`src/rtl/seq_div.sv`:
```
// -----------------------------------------------------------------------------
// seq_div
//
// Multi-cycle radix-2 restoring unsigned divider. It resolves one quotient bit
// per clock, and both sides use valid/ready handshakes. In the RMS datapath it
// sits between the mean-square accumulator and the square-root stage. It
// replaces the older combinational divider, adding a register boundary,
// backpressure and divide-by-zero flagging.
//
// Parameters
//   NUMER_W : dividend / quotient width (>= 2)
//   DENOM_W : divisor / remainder width (>= 1, <= NUMER_W)
//
// Ports
//   clk         : single clock, all state changes on the rising edge
//   rst         : synchronous, active-high reset; aborts any operation in flight
//   in_valid    : numer/denom are valid
//   in_ready    : divider can accept an operand pair (only while idle)
//   numer       : unsigned dividend, captured on the accept edge
//   denom       : unsigned divisor, captured on the accept edge
//   out_valid   : quot/rem/div_by_zero hold a result
//   out_ready   : downstream accepts the result
//   quot        : quotient, floor(numer/denom); all ones on divide-by-zero
//   rem         : remainder, numer mod denom; numer's low bits on divide-by-zero
//   div_by_zero : result came from a zero divisor
//
// Timing
//   A non-zero divisor spends NUMER_W cycles in CALC. out_valid rises after
//   the NUMER_W-th edge that follows the accept edge. A zero divisor skips
//   CALC, so its result is valid right after the accept edge. With out_ready
//   tied high, the divider completes one operation every NUMER_W+2 cycles.
// -----------------------------------------------------------------------------
module seq_div #(
  parameter int NUMER_W = 8,
  parameter int DENOM_W = 4
) (
  input  logic               clk,
  input  logic               rst,
  input  logic               in_valid,
  output logic               in_ready,
  input  logic [NUMER_W-1:0] numer,
  input  logic [DENOM_W-1:0] denom,
  output logic               out_valid,
  input  logic               out_ready,
  output logic [NUMER_W-1:0] quot,
  output logic [DENOM_W-1:0] rem,
  output logic               div_by_zero
);

  // Iteration counter sized to hold NUMER_W-1, the value loaded at accept.
  localparam int CNT_W = (NUMER_W > 1) ? $clog2(NUMER_W) : 1;
  localparam logic [CNT_W-1:0] CNT_LAST = CNT_W'(NUMER_W - 1);

  typedef enum logic [1:0] {
    IDLE = 2'd0,
    CALC = 2'd1,
    DONE = 2'd2
  } state_t;

  state_t state;
  state_t state_next;

  // Operand and iteration state.
  logic [DENOM_W-1:0] denom_q;
  logic [NUMER_W-1:0] work_q;
  logic [DENOM_W-1:0] prem_q;
  logic [CNT_W-1:0]   cnt_q;

  // Per-iteration combinational results.
  logic [DENOM_W:0]   trial;
  logic               qbit;
  logic [DENOM_W-1:0] prem_next;
  logic [NUMER_W-1:0] work_next;
  logic               last_iter;

  logic accept;
  logic handshake;
  logic denom_zero;

  assign accept     = in_valid && in_ready;
  assign handshake  = out_valid && out_ready;
  assign denom_zero = (denom == '0);
  assign last_iter  = (cnt_q == '0);

  // One restoring step.
  // work_q starts as the dividend. Each step shifts one dividend bit out of
  // the top and one quotient bit in at the bottom. After NUMER_W steps,
  // work_q holds exactly the quotient.
  //
  // The partial remainder is always < denom, so its top bit would always be
  // zero. Only DENOM_W bits are stored. The trial value carries the extra
  // bit, so the compare against denom never overflows. When qbit is set,
  // trial - denom < denom, so the subtraction is exact in DENOM_W bits.
  always_comb begin
    trial     = {prem_q, work_q[NUMER_W-1]};
    qbit      = (trial >= {1'b0, denom_q});
    prem_next = trial[DENOM_W-1:0];
    if (qbit) begin
      prem_next = trial[DENOM_W-1:0] - denom_q;
    end
    work_next = {work_q[NUMER_W-2:0], qbit};
  end

  // State register.
  always_ff @(posedge clk) begin
    if (rst) begin
      state <= IDLE;
    end else begin
      state <= state_next;
    end
  end

  // Next-state logic.
  // A zero divisor bypasses CALC entirely. Its result is fixed at accept
  // time, so there is nothing to iterate.
  always_comb begin
    state_next = state;
    unique case (state)
      IDLE: begin
        if (accept) begin
          state_next = denom_zero ? DONE : CALC;
        end
      end
      CALC: begin
        if (last_iter) begin
          state_next = DONE;
        end
      end
      DONE: begin
        if (handshake) begin
          state_next = IDLE;
        end
      end
      default: begin
        state_next = IDLE;
      end
    endcase
  end

  // Handshake outputs are registered copies of the next-state decode.
  // They therefore change on the same edge as the state, without a
  // combinational path from the state register to the ports.
  always_ff @(posedge clk) begin
    if (rst) begin
      in_ready  <= 1'b1;
      out_valid <= 1'b0;
    end else begin
      in_ready  <= (state_next == IDLE);
      out_valid <= (state_next == DONE);
    end
  end

  // Datapath.
  // quot/rem are written only when a result is produced: at accept for a
  // zero divisor, or on the final CALC step. They keep the last result
  // through IDLE and the next CALC phase, and stay stable in DONE under
  // backpressure. div_by_zero changes only at accept time.
  always_ff @(posedge clk) begin
    if (rst) begin
      denom_q     <= '0;
      work_q      <= '0;
      prem_q      <= '0;
      cnt_q       <= '0;
      quot        <= '0;
      rem         <= '0;
      div_by_zero <= 1'b0;
    end else begin
      unique case (state)
        IDLE: begin
          if (accept) begin
            if (denom_zero) begin
              quot        <= '1;
              rem         <= numer[DENOM_W-1:0];
              div_by_zero <= 1'b1;
            end else begin
              denom_q     <= denom;
              work_q      <= numer;
              prem_q      <= '0;
              cnt_q       <= CNT_LAST;
              div_by_zero <= 1'b0;
            end
          end
        end
        CALC: begin
          work_q <= work_next;
          prem_q <= prem_next;
          if (last_iter) begin
            quot <= work_next;
            rem  <= prem_next;
          end else begin
            cnt_q <= cnt_q - 1'b1;
          end
        end
        default: begin
        end
      endcase
    end
  end

endmodule

```
`config.mk`:
```
export PLATFORM = sky130hd
export DESIGN_NAME = seq_div
export DESIGN_NICKNAME = d
export VERILOG_FILES = /design/src/rtl/seq_div.sv
export SDC_FILE = /design/constraint.sdc
export NUM_CORES = 1
export LEC_CHECK = 0
export CORE_AREA = 2 2 60 62
export CTS_CLUSTER_SIZE = 40
export DETAILED_ROUTE_END_ITERATION = 8
export DIE_AREA = 0 0 62 64
export GPL_TIMING_DRIVEN = 0
export HOLD_SLACK_MARGIN = 0.08
export PLACE_DENSITY_LB_ADDON = 0.12
export SYNTH_ARGS = -nofsm -noshare
export SYNTH_HDL_FRONTEND = slang
export SYNTH_SLANG_ARGS = --single-unit
```
`constraint.sdc`:
```
create_clock -name clk -period 4.95 [get_ports clk]
set_input_delay 0.7425 -clock clk [delete_from_list [all_inputs] [get_ports clk]]
set_output_delay 0.7425 -clock clk [all_outputs]
set_load 0.01 [all_outputs]
```
# After elaboration in Yosys (flattened, before gate mapping)
# Cells that the tools add are included.
# totals
register_bits,36
elab_cells,59
in_bits,16
# classes
reduce_logical,12
addsub,2
muxes,25
bitwise_logic,1
magnitude_cmp,1
eq_ne,8
# ops
operator,count
$mux W8,5
$pmux W8 S2,2
$mux W4,6
$pmux W4 S2,2
$ne A2 B2 Y1 const B,5
$mux W3,3
$mux W2,4
$reduce_and A4 Y1,2
$pmux W2 S3,1
$pmux W3 S2,1
$reduce_and A3 Y1,2
$ge A5 B4 Y1,1
$eq A2 B2 Y1 const B,2
$logic_not A2 Y1,2
$logic_not A4 Y1,1
$sub A4 B4 Y4,1
$logic_not A3 Y1,1
$sub A3 B1 Y3 const B,1
$eq A2 B1 Y1 const B,1
$logic_and A1 B1 Y1,2
$reduce_and A2 Y1,1
$reduce_bool A2 Y1,1
$mux W1,1
$not A1 Y1,1

# Logic depth before layout (Yosys ltp)
# depth
word_depth,5
mapped_depth,8
mapped_depth_nobuf,7

# Least setup slack after synthesis
# Ideal clock, no wire load.
# synth_path
path_type,input-to-reg
from,input port denom[3]
to,register rem[3]
cell_stages,5
path_buffers,0
arrival_ps,2177
required_time_ps,4814
setup_slack_ps,2638
path_cell_list,or4_4 -> or3_4 -> or2_2 -> a21oi_1 -> a211oi_2
# synth_between
elab_chain_cells,3
# synth_rtl
item,line,rtl
start: declaration,42,"input logic [DENOM_W-1:0] denom,"
$logic_not A4 Y1,82,assign denom_zero = (denom == '0);
$ne A2 B2 Y1 (no source line),n/a,
$reduce_and A4 Y1 (no source line),n/a,
end signal: assignment,173,rem <= numer[DENOM_W-1:0];
end signal: assignment,189,rem <= prem_next;
end: declaration,46,"output logic [DENOM_W-1:0] rem,"
# Every way passes these cells.
# A chain may end at the register's enable or synchronous reset.

# Worst setup path in the final report
# Same ends and word-level chain as after synthesis.

==> flow_summary.yaml <==
layout:
  antenna_cells: 0
  syn_to_final_growth_pct: 22.8
  layoutNonFillerInstCount: 290
  drive_gt1_frac: 0.0902
  fillCellCount: 318
  final_area_sq_mm: 0.00212
  fin_nets: 267
place:
  placedCellCount: 283
  dpl_cell_area_sq_mm: 0.00208
  io_buffers: 29
  place_congestion: 0.829
  hpwl_microns: 3000
setup_path:
  cp.arrival_ps: 2820
  critPathMaxStageDelay_ps: 580
  crit_chain: "clkdlybuf4s50_1 > or4_4 > or3_4 > a21oi_4 > buf_6 > nor2_1 > a211oi_2"
  crit_slowest_cell: "or4_4"
  crit_type: "in2reg"
  crit_required_ps: 5210
  path_delay_family: "simple AND/OR/NAND/NOR gates"
  start_kind: "input port"
  cp_max_fo: 10
  cp_num_buf_inv: 2
  cp-end-kind: "flip-flop"
synthesis:
  synth.yosys.seq_area_share: 0.417
  synth-seq-cells: 36
  synth_top_area_cell: "dfxtp_1"
  synthDistinctLibCells: 32
  synth_nets: 231
  synth.top_cell.area_share: 0.417
  synth_area_leaders: "dfxtp_1 (42%), nor2_1 (8.0%), nand2_1 (7.0%)"
  synthCells: 208
  syn-cell-area_sq_mm: 0.00173
  yosys_warnings: 0
  syn_avg_cell_area_sq_um: 8.31
die:
  die_h_microns: 64
  dieArea_sq_mm: 0.00397
  initial_core_util: 0.526
  die_w_microns: 62
  pin_count: 31
  core-area_sq_mm: 0.00328
  rows: 21
timing:
  max-slew-margin-rel: 0.550
  max_freq_mhz: 391
  worstMarginPinSlew_ps: 670
  hold_violations: 0
  finalCriticalPeriod_ps: 2560
  finalCritPeriodShare: 0.517
  drv_slew: 0
  tns_ps: 0
  skew_ps: 5.59
  finalSetupViolCount: 0
  rsz0062_at_grt: "no"
cts:
  cts_hold_buf: 0
  cts_buffers: 5
  path_clk_slew_ps: 100
  htreeDepth: 2
  cts_resized: 0
  insertion_delay_ps: 340
  cts_tree: "done"
  cts_buffer_depth: 2
  clock_sinks: 36
  root_buffer: "clkbuf_4"
  postCtsSetupBuffers: 0
global_route:
  grt_pass1_vias: 1468
  antenna_found_initial: 0
  grt_max_degree: 11
  grt_use_total: 0.224
  grt_pass1_wl_microns: 6680
  overflow: 0
routing:
  ant_nets: 0
  vias: 1574
  wl_per_cell_microns: 13.9
  drt-pass1-iter-count: 4
  drt_iter0_drc: 87
  viasPerCell: 5.43
  drc: 0
  routed_wl_microns: 4020
min_path:
  worstHoldPathType: "reg2reg"
power_and_ir_drop:
  ir_worst_vdd_mv: 0.203
  power_leakage_nw: 0.767
  p_per_area_mw_per_mm2: 382
job:
  cap_violations: 0
run_status:
  status: "finished clean"
-- worst paths after layout --
path / to / depth (start not counted) / slack [ps] / start
worst max-delay path: rem[3] / 7 / 2390 / denom[3]
worst min-delay path: denom_q[3] / 2 / 460 / denom_q[3]
worst max register to register: rem[2] / 7 / 2840 / denom_q[1]
worst min register to register: denom_q[3] / 2 / 460 / denom_q[3]
-- per-layer routing --
layer / up-vias / routed length [microns] / track usage
met4: 0 / 58 / 0.0638
met5: - / 0 / 0
met3: 7 / 142 / 0.0486
met1: 734 / 1860 / 0.287
li1: 803 / - / -
met2: 30 / 1960 / 0.368
-- flip-flops by register name, summed over array words and instances (netlist names) --
name	flops
cnt_q	3
denom_q	4
div_by_zero	1
in_ready	1
out_valid	1
prem_q	4
quot	8
rem	4
state	2
work_q	8
-- cell usage after synthesis (all sizes together) --
cell / number
buf: 3
nor4: 1
or3: 1
xnor2: 2
nor3: 5
nand2: 32
clkbuf: 10
ha: 6
dfxtp: 36
nor2b: 2
o21ai: 4
a211oi: 11
and2: 1
nand2b: 2
inv: 8
nand3: 3
a21o: 2
o211ai: 2
a311oi: 12
or2: 2
a31oi: 3
a21oi: 16
mux2i: 1
fa: 1
or4: 2
a22oi: 3
nor2: 37
-- cell type report --
cell class | count | area (sq um) | area share
Multi-Input combinational cell | 151 | 917 | 0.432
Sequential cell | 36 | 721 | 0.340
Tap cell | 46 | 57.6 | 0.0271
Clock inverter | 1 | 5.00 | 0.00236
Buffer | 13 | 60.1 | 0.0283
Timing Repair Buffer | 29 | 290 | 0.137
Inverter | 8 | 30.0 | 0.0142
Clock buffer | 6 | 41.3 | 0.0195
-- worst min-delay path: cells and delay by family (launching register included) --
kind	cells	cell delay, ps
flip-flops	1	320
AND/OR/NAND/NOR	1	50
AO/OA/AOI/OAI	1	50
-- metrics by stage --
step	total power, mW	setup WS [ps]	util	hold slack [ps]
floorplan	0.569	2640	-	436
global placement	0.662	2060	0.632	443
detailed placement	0.667	2040	0.632	450
CTS	0.812	2390	0.646	464
global route	0.869	2320	0.646	494
finish	0.810	2390	0.646	459
-- logic make-up (layout without fill, tap and decap cells) --
logic type                 count (synthesis)  in the layout  share of synthesized area
AOI/OAI and AO/OA                         53             53                      0.240
xor gates and xnor gates                   2              2                     0.0101
adders and majority gates                  7              7                     0.0550
buffers and inverters                     21             57                     0.0521
DFF                                       36             36                      0.417
muxes                                      1              1                    0.00579
and+or+nand+nor                           88             88                      0.219
-- report_power, final --
part	internal, mW	total (mW)	switching [mW]	leakage, nW
logic	0.127	0.295	0.168	0.443
clock network	0.0524	0.148	0.0952	0.0281
registers	0.335	0.367	0.0316	0.296
-- layout by cell type, fill, tap and decap left out, types with 2 or more instances in the layout --
cell and instances:
a211oi_1 2, a211oi_2 9, a21o_1 2, a21oi_1 15
a22oi_1 3, a311oi_1 12, a31oi_1 3, clkbuf_1 11
clkbuf_4 5, clkdlybuf4s50_1 29, dfxtp_1 36, ha_1 6
inv_1 8, nand2_1 32, nand2b_1 2, nand3_1 3
nor2_1 37, nor2b_1 2, nor3_1 5, o211ai_1 2
o21ai_0 4, or2_2 2, xnor2_1 2
No activity file was read; power rests on OpenSTA's default activity.
